[src/rtl/pcileech_tx_pkg.sv]
// Shared types and constants for the 256-to-32 FT601 transmit gearbox.
// Optional preamble insertion is controlled by PCILEECH_FTDI_WORKAROUND_EN.
package pcileech_tx_pkg;

  localparam int BEAT_W = 256;
  localparam int WORD_W = 32;
  localparam int IDX_W  = 3;

  localparam logic [31:0] MAGIC_WORD_DEFAULT = 32'h6666_5555;

  typedef enum logic [1:0] {
    IDLE,
    PREAMBLE,
    DATA
  } tx_state_e;

  function automatic logic [WORD_W-1:0] beat_word(
    input logic [BEAT_W-1:0] beat,
    input logic [IDX_W-1:0]  idx
  );
    return beat[{idx, 5'd0} +: WORD_W];
  endfunction

endpackage

[src/rtl/pcileech_tx_skid.sv]
// Two-entry 256-bit beat buffer; entry 0 is always the head.
// Push and pop may coincide at any occupancy.
module pcileech_tx_skid
  import pcileech_tx_pkg::*;
(
  input  logic              clk,
  input  logic              rst_n,
  input  logic              push,
  input  logic [BEAT_W-1:0] push_data,
  input  logic              pop,
  output logic [BEAT_W-1:0] head,
  output logic [1:0]        occ
);

  logic [BEAT_W-1:0] ent0;
  logic [BEAT_W-1:0] ent1;

  always_ff @(posedge clk or negedge rst_n) begin
    if (!rst_n) begin
      ent0 <= '0;
      ent1 <= '0;
      occ  <= 2'd0;
    end else begin
      unique case ({push, pop})
        2'b10: begin
          if (occ == 2'd0) ent0 <= push_data;
          else             ent1 <= push_data;
          occ <= occ + 2'd1;
        end
        2'b01: begin
          ent0 <= ent1;
          occ  <= occ - 2'd1;
        end
        2'b11: begin
          if (occ == 2'd1) begin
            ent0 <= push_data;
          end else begin
            ent0 <= ent1;
            ent1 <= push_data;
          end
        end
        default: ;
      endcase
    end
  end

  assign head = ent0;

endmodule

[src/rtl/pcileech_tx_gearbox.sv]
// Serialises 256-bit beats into 32-bit FT601 words, low dword first.
// PCILEECH_FTDI_WORKAROUND_EN adds a magic-word preamble after link idle.
module pcileech_tx_gearbox
  import pcileech_tx_pkg::*;
#(
  parameter logic [31:0] MAGIC_WORD      = MAGIC_WORD_DEFAULT,
  parameter int          MAGIC_COUNT     = 5,
  parameter int          IDLE_ARM_CYCLES = 4
) (
  input  logic              clk,
  input  logic              rst_n,
  input  logic [BEAT_W-1:0] s_data,
  input  logic              s_valid,
  output logic              s_ready,
  input  logic              ft601_txe_n,
  output logic [WORD_W-1:0] dout,
  output logic              empty,
  input  logic              rd_en,
  output logic              valid
);

  tx_state_e         state;
  tx_state_e         state_nxt;
  logic [IDX_W-1:0]  idx;
  logic [IDX_W-1:0]  idx_nxt;
  logic [WORD_W-1:0] dout_nxt;
  logic              run_q;
  logic              push;
  logic              pop;
  logic              rd_acc;
  logic [BEAT_W-1:0] head;
  logic [1:0]        occ;

`ifdef PCILEECH_FTDI_WORKAROUND_EN
  logic       txe_q;
  logic       armed;
  logic       armed_nxt;
  logic [3:0] mcnt;
  logic [3:0] mcnt_nxt;
  logic [7:0] idle_cnt;
  logic [7:0] idle_nxt;
`else
  logic unused_cfg;
  assign unused_cfg = ^{ft601_txe_n, MAGIC_WORD,
                        MAGIC_COUNT, IDLE_ARM_CYCLES};
`endif

  // run_q keeps s_ready low until the first edge after reset release
  assign s_ready = run_q & (occ != 2'd2);
  assign push    = s_valid & s_ready;
  assign empty   = (state == IDLE);
  assign rd_acc  = rd_en & ~empty;

  pcileech_tx_skid u_skid (
    .clk       (clk),
    .rst_n     (rst_n),
    .push      (push),
    .push_data (s_data),
    .pop       (pop),
    .head      (head),
    .occ       (occ)
  );

  always_comb begin
    state_nxt = state;
    idx_nxt   = idx;
    dout_nxt  = dout;
    pop       = 1'b0;
`ifdef PCILEECH_FTDI_WORKAROUND_EN
    armed_nxt = armed;
    mcnt_nxt  = mcnt;
    idle_nxt  = 8'd0;
`endif
    unique case (state)
      IDLE: begin
        if (occ != 2'd0) begin
          state_nxt = DATA;
          idx_nxt   = '0;
`ifdef PCILEECH_FTDI_WORKAROUND_EN
          if (armed) begin
            state_nxt = PREAMBLE;
            armed_nxt = 1'b0;
            mcnt_nxt  = 4'd0;
          end
`endif
        end
      end
`ifdef PCILEECH_FTDI_WORKAROUND_EN
      PREAMBLE: begin
        if (rd_acc) begin
          dout_nxt = MAGIC_WORD;
          mcnt_nxt = mcnt + 4'd1;
          if (mcnt == 4'(MAGIC_COUNT - 1)) begin
            state_nxt = DATA;
            idx_nxt   = '0;
          end
        end
      end
`endif
      DATA: begin
        if (rd_acc) begin
          dout_nxt = beat_word(head, idx);
          idx_nxt  = idx + 3'd1;
          if (idx == 3'd7) begin
            pop = 1'b1;
            // a beat arriving now keeps the stream gapless
            if (!(occ > 2'd1 || push)) state_nxt = IDLE;
          end
        end
      end
      default: state_nxt = IDLE;
    endcase
`ifdef PCILEECH_FTDI_WORKAROUND_EN
    if (state == IDLE && occ == 2'd0 && txe_q) begin
      idle_nxt = idle_cnt;
      if (idle_cnt != 8'(IDLE_ARM_CYCLES))
        idle_nxt = idle_cnt + 8'd1;
    end
    if (idle_nxt == 8'(IDLE_ARM_CYCLES)) armed_nxt = 1'b1;
`endif
  end

  always_ff @(posedge clk or negedge rst_n) begin
    if (!rst_n) begin
      state    <= IDLE;
      idx      <= '0;
      dout     <= '0;
      valid    <= 1'b0;
      run_q    <= 1'b0;
`ifdef PCILEECH_FTDI_WORKAROUND_EN
      txe_q    <= 1'b0;
      armed    <= 1'b0;
      mcnt     <= 4'd0;
      idle_cnt <= 8'd0;
`endif
    end else begin
      state    <= state_nxt;
      idx      <= idx_nxt;
      dout     <= dout_nxt;
      valid    <= rd_acc;
      run_q    <= 1'b1;
`ifdef PCILEECH_FTDI_WORKAROUND_EN
      txe_q    <= ft601_txe_n;
      armed    <= armed_nxt;
      mcnt     <= mcnt_nxt;
      idle_cnt <= idle_nxt;
`endif
    end
  end

endmodule
[config.mk]
export PLATFORM = sky130hd
export DESIGN_NAME = pcileech_tx_gearbox
export DESIGN_NICKNAME = d
export VERILOG_FILES = /design/src/rtl/pcileech_tx_pkg.sv /design/src/rtl/pcileech_tx_skid.sv /design/src/rtl/pcileech_tx_gearbox.sv
export SDC_FILE = /design/constraint.sdc
export NUM_CORES = 1
export LEC_CHECK = 0
export BUFFER_PORTS_ARGS = -buffer_cell sky130_fd_sc_hd__buf_2
export CELL_PAD_IN_SITES_DETAIL_PLACEMENT = 1
export CELL_PAD_IN_SITES_GLOBAL_PLACEMENT = 2
export CORE_MARGIN = 3
export CORE_UTILIZATION = 39
export CTS_BUF_LIST = sky130_fd_sc_hd__clkbuf_16
export CTS_CLUSTER_DIAMETER = 120
export DETAILED_ROUTE_END_ITERATION = 12
export PLACE_DENSITY = 0.89
export SKIP_CTS_REPAIR_TIMING = 1
export SLEW_MARGIN = 20
export SYNTH_ARGS = -nofsm -noshare
export SYNTH_HDL_FRONTEND = slang
export SYNTH_SLANG_ARGS = --single-unit
[constraint.sdc]
create_clock -name clk -period 2.35 [get_ports clk]
set_clock_uncertainty 0.05 [all_clocks]
set_input_delay 0 -clock clk [delete_from_list [all_inputs] [get_ports clk]]
set_output_delay 0 -clock clk [all_outputs]
set_load 0.03 [all_outputs]
# Word level (Yosys, flattened, before mapping)
# Cells that the tools add are included.
dict set report word_totals {
  regBits 553
  word_cells 62
  inputBits 261
}
dict set report classes {
  add_sub_neg 3
  n_mux 18
  n_reduce_logical 13
  eq_ne 14
  shifts 1
  bitwise 4
  n_lt_le_gt_ge 1
}
# op count
set ops {}
lappend ops {{two-way mux 256 bit} 4}
lappend ops {{one-hot mux 256 bit (3 select lines)} 1}
lappend ops {{one-hot mux 256 bit (2 select lines)} 1}
lappend ops {{variable part select 256 x 9 -> 32 bit} 1}
lappend ops {{inequality test 2 bit (second input constant)} 6}
lappend ops {{two-way mux 2 bit} 4}
lappend ops {{one-hot mux 2 bit (2 select lines)} 2}
lappend ops {{nonzero test 2 bit} 4}
lappend ops {{equality test 2 bit (second input constant)} 3}
lappend ops {{two-way mux 3 bit} 2}
lappend ops {{one-hot mux 3 bit (2 select lines)} 1}
lappend ops {{AND reduction 3 bit} 2}
lappend ops {{equality test 2 x 1 -> 1 bit (second input constant)} 2}
lappend ops {{logical NOT 2 bit} 2}
lappend ops {{inequality test 2 x 1 -> 1 bit (second input constant)} 2}
lappend ops {{AND reduction 2 bit} 2}
lappend ops {{AND reduction 4 bit} 1}
lappend ops {{adder 3 x 1 -> 3 bit (second input constant)} 1}
lappend ops {{bitwise AND 1 bit} 3}
lappend ops {{equality test 3 bit (second input constant)} 1}
lappend ops {{two-way mux 1 bit} 3}
lappend ops {{nonzero test 3 bit} 1}
lappend ops {{adder 2 x 1 -> 2 bit (second input constant)} 1}
lappend ops {{> comparator 2 x 1 -> 1 bit (second input constant)} 1}
lappend ops {{3 further kinds} 3}

# Logic depth before layout (Yosys ltp)
dict set report depth {
  word_depth 8
  ltp_mapped 8
}

# Modules after synthesis
# From an unflattened synthesis, not the netlist that was laid out.
dict set report hier_totals {
  hier_cells 2396
  hier_area_um2 26789.4
}
# mod area_per_inst_um2 cells_each n_inst
set modules_own_cells {}
lappend modules_own_cells {pcileech_tx_skid 23297.3 2045 1}
lappend modules_own_cells {pcileech_tx_gearbox 3492.1 351 1}

# Least setup slack after synthesis
# No wires, ideal clock.
dict set report synth_path {
  kind {reg-to-reg}
  startpoint {register idx[0]}
  endpoint {register u_skid.ent1[181]}
  path_buffers 2
  synth_period_minus_slack_ns 2.074
  stages_incl_launch_ff 8
  setup_slack_ns 0.276
  t_arrival_ns 1.899
  setup_ns 0.125
  path_cell_list {dfrtp_1 > ha_1 > ha_1 > and4_1 > a211oi_2 > buf_2 > buf_4 > mux2_2}
}
dict set report synth_via {
  elab_chain_len 7
}
# item line
set synth_rtl {}
lappend synth_rtl {{start, declared} pcileech_tx_gearbox.sv:24} ;# logic [IDX_W-1:0] idx;
lappend synth_rtl {{start signal, assigned} pcileech_tx_gearbox.sv:138} ;# idx <= idx_nxt;
lappend synth_rtl {{equality test 3 bit *} pcileech_tx_gearbox.sv:104} ;# if (idx == 3'd7) begin
lappend synth_rtl {{two-way mux 1 bit *} pcileech_tx_gearbox.sv:104}
lappend synth_rtl {{two-way mux 1 bit *} pcileech_tx_gearbox.sv:101} ;# if (rd_acc) begin
lappend synth_rtl {{two-way mux 1 bit *} pcileech_tx_gearbox.sv:74} ;# unique case (state)
lappend synth_rtl {{equality test 2 bit} pcileech_tx_skid.sv:24} ;# unique case ({push, pop})
lappend synth_rtl {{inequality test 2 bit (no line) or nonzero test 2 bit (tied branches)} --}
lappend synth_rtl {{AND reduction 3 bit (no line)} --}
lappend synth_rtl {{end signal, assigned} pcileech_tx_skid.sv:27} ;# else ent1 <= push_data;
lappend synth_rtl {{end signal, assigned} pcileech_tx_skid.sv:39} ;# ent1 <= push_data;
lappend synth_rtl {{end, declared} pcileech_tx_skid.sv:16} ;# logic [BEAT_W-1:0] ent1;
# Mark *: on every way between the ends. The rest lies on a longest branch, timed or not.
# A chain may end at the register's enable or synchronous reset.

# Final worst setup path
dict set report layout_path {
  startpoint {register idx[0]}
  endpoint {register u_skid.ent1[114]}
}
# Same word-level chain as after synthesis.

==> run_results.csv <==
group,metric,value,unit
clocking,htree_levels,2,
route,dr_total_vias,21700,
logic_synthesis,netlist_instances,2255,
power_and_ir_drop,total_leakage_power,14.3,nW
timing,max_freq,425,MHz
place,port_buffers,294,
logic_synthesis,syn-num-nets,2521,
grt,antenna_found_initial,23,
grt,grt_use_total,0.251,
timing,post-route-period-util,1.00,
setup_path,crit_type,"flip-flop to flip-flop",
clocking,clock_path_buffers,3,
power_and_ir_drop,power_frac_seq,0.388,
floorplanning,dieArea,0.0694,sq mm
timing,slew_viol_final,0,
floorplanning,dieHeight,263,um
clocking,cts.clk_slew.worst_paths,0.06,ns
setup_path,cp_max_fo,8,
grt,grt_pass1_vias,21900,
timing,slew_headroom,0.594,
place,gp_routability_congestion,0.814,
route,via_per_inst,5.89,
job,maxCapViolCount,0,
route,drt_pre_antenna_iters,7,
route,drt-initial-drc-count,1411,
logic_synthesis,synth_cell_types,34,
final_layout,final_cell_area,0.0339,sq mm
final_layout,final_cells,3681,
clocking,cts_sinks,552,
floorplanning,coreArea,0.0650,sq mm
route,wl_per_cell,26.5,um
setup_path,cp_slowest_cell,"dfrtp_4",
power_and_ir_drop,p_total,0.0449,W
logic_synthesis,synth_area,0.0258,sq mm
power_and_ir_drop,irDropWorstVdd,0.00137,V
final_layout,n_fill_cell,6762,
power_and_ir_drop,p_sw_frac,0.368,
place,hpwl,57800,um
power_and_ir_drop,clockPowerShare,0.204,
final_layout,drive_above_1_share,0.289,
clocking,insertion_delay,0.64,ns
logic_synthesis,yosys_warnings,0,
final_layout,final_nets,3027,
clocking,cts_made_buffers,61,
grt,grt_pass1_wl,135000,um
timing,worst_slew_pin_slew,0.610,ns
timing,finalSetupViolations,1,
grt,grt_max_degree,82,
power_and_ir_drop,p_int,0.0284,W
timing,min_period,2.35,ns
logic_synthesis,syn_area_per_cell,11.5,sq um
run_status,status,"finished, violations left",
floorplanning,std_cell_rows,93,
route,ant_nets,0,
power_and_ir_drop,p_sw,0.0165,W
power_and_ir_drop,combPwrFrac,0.408,
run_status,violations,"setup timing",
floorplanning,fp.dieW,263,um
logic_synthesis,yosysSeqAreaShare,0.535,
clocking,cts_tree,"yes",
clocking,clockRootBuffer,"clkbuf_16",
logic_synthesis,ys_ff_latch,552,
setup_path,path_cells,"ha_4 > ha_4 > buf_6 > nand3_4 > a211oi_4 > buf_6 > clkbuf_16 > clkbuf_16 > mux2_2",
timing,layout_setup_ws,-0.00150,ns
timing,hold_viol_final,0,
floorplanning,initial_core_util,0.397,
route,drc,0,
place,placed_area,0.0286,sq mm
route,wl,97400,um
hold_path,hp-class,"input port to flip-flop",
final_layout,syn_to_final_growth,31.1,%
setup_path,cp-start-kind,"flip-flop",
setup_path,worst_ep_arrival_time,2.81,ns
setup_path,worstSetupEndpointType,"flip-flop",
setup_path,crit_path_max_incr_delay,0.43,ns
place,dp.cells,3262,
floorplanning,io_pins,296,
setup_path,cp_data_required_time,2.81,ns
grt,grt_overflow_total,0,
power_and_ir_drop,powerDensity,1320,mW/mm^2
layout make-up:
| cell class | instances | area (sq um) | area share |
|---|---|---|---|
| Antenna cell | 18 | 45.0 | 0.00133 |
| Multi-Input combinational cell | 1219 | 10100 | 0.300 |
| Sequential cell | 552 | 13800 | 0.408 |
| Inverter | 259 | 972 | 0.0287 |
| Tap cell | 855 | 1070 | 0.0316 |
| Clock buffer | 61 | 1530 | 0.0450 |
| Clock inverter | 49 | 310 | 0.00916 |
| Timing Repair Buffer | 668 | 5990 | 0.177 |
routing by layer:
metal | GRT usage | vias to the layer above | wire (um)
li1 | - | 9311 | -
met1 | 0.308 | 11400 | 38300
met2 | 0.424 | 750 | 50200
met3 | 0.0524 | 181 | 5430
met4 | 0.114 | 10 | 3450
met5 | 0 | - | 71
cells in the mapped netlist:
| cell type | number | area [sq um] |
|---|---|---|
| and3_1 | 1 | 6.26 |
| nand3b_1 | 1 | 7.51 |
| a21oi_1 | 32 | 160 |
| buf_4 | 24 | 180 |
| buf_1 | 13 | 48.8 |
| and2_1 | 1 | 6.26 |
| nand3_2 | 1 | 10.0 |
| nor3_1 | 512 | 2560 |
| xor2_1 | 1 | 8.76 |
| dfrtp_1 | 552 | 13800 |
| a311oi_1 | 256 | 2240 |
| and4_1 | 1 | 8.76 |
| nor2_1 | 32 | 120 |
| maj3_1 | 2 | 20.0 |
| inv_1 | 259 | 972 |
| a32oi_1 | 1 | 8.76 |
| mux2_1 | 21 | 236 |
| xnor2_1 | 2 | 17.5 |
| a211oi_2 | 1 | 12.5 |
| nor2b_1 | 1 | 6.26 |
| clkbuf_1 | 105 | 394 |
| and3b_1 | 1 | 8.76 |
| nand2_1 | 2 | 7.51 |
| nand3_1 | 2 | 10.0 |
| o21ai_0 | 3 | 15.0 |
| ha_1 | 5 | 62.6 |
| buf_2 | 84 | 420 |
| conb_1 | 1 | 3.75 |
| mux2i_1 | 35 | 350 |
| nand2b_1 | 1 | 6.26 |
| mux4_2 | 64 | 1440 |
| and4b_1 | 2 | 20.0 |
| mux2_2 | 235 | 2650 |
| a21o_1 | 1 | 7.51 |
path summary, 6_finish.rpt:
path,start,end,slack [ns],depth (start not counted)
setup / recovery,idx[0],u_skid.ent1[114],-0.002,9
hold reg to reg,u_skid.ent1[252],u_skid.ent1[252],0.44,1
max in group asynchronous,rst_n,u_skid.head[254],1.72,3
setup reg to reg,idx[0],u_skid.ent1[114],-0.002,9
min in group asynchronous,rst_n,u_skid.head[16],0.11,3
hold / removal,s_data[150],u_skid.ent1[150],0.10,3
cells by family (layout without fill, tap and decap cells):
logic type	count (synthesis)	count (layout)	share of synthesized area
AOI/OAI and AO/OA	294	294	0.0947
other	1	19	0.000145
buffers and inverters	485	1037	0.0780
muxes	355	355	0.181
and+or+nand+nor	558	559	0.108
xor gates and xnor gates	3	3	0.00102
adders and majority gates	7	7	0.00320
DFF	552	552	0.535
flip-flops by register name, indices dropped and copies added, names as in the netlist:
| register | count |
|---|---|
| valid | 1 |
| run_q | 1 |
| state | 1 |
| u_skid.ent1 | 256 |
| u_skid.head | 256 |
| u_skid.occ | 2 |
| dout | 32 |
| idx | 3 |
stage by stage:
step | hold slack [ns] | worst slack [ns] | util | setup TNS [ns]
after floorplan | -0.346 | 0.276 | - | 0
after global placement | -0.00901 | -0.0575 | 0.440 | -5.67
after detailed placement | 0.00170 | -0.0885 | 0.440 | -8.64
after CTS | -0.673 | -0.123 | 0.468 | -17.45
after global routing | 0.102 | -0.0527 | 0.521 | -2.83
final | 0.101 | -0.00150 | 0.521 | -0.00150
cells in the final DEF (no fill, tap or decap), drive strengths merged, types with 3 or more instances in the layout:
cell type and n:
clkbuf 78, a21oi 32, dfrtp 552, nor2 32, bufinv 4, nand3 3
buf 392, mux4 64, ha 5, a311oi 256, nor3 512, mux2i 35
dlygate4sd3 259, diode 18, o21ai 3, mux2 256, inv 276, clkinv 27
worst max-delay path: cells and delay by family (launching register included):
| kind | cells | cell delay [ns] |
|---|---|---|
| buffers and inverters | 4 | 0.74 |
| AOI/OAI and AO/OA | 1 | 0.29 |
| muxes | 1 | 0.34 |
| DFF | 1 | 0.43 |
| and+or+nand+nor | 1 | 0.08 |
| adders and majority gates | 2 | 0.29 |
power groups by stage:
stage	sequential [W]	clock, W	combinational, W
floorplan	0.0167	0	0.0114
detailed placement	0.0173	0	0.0167
global route	0.0179	0.00973	0.0196
CTS	0.0172	0.00928	0.0168
global placement	0.0170	0	0.0160
finish	0.0174	0.00915	0.0183
No activity file was read; power rests on OpenSTA's default activity.
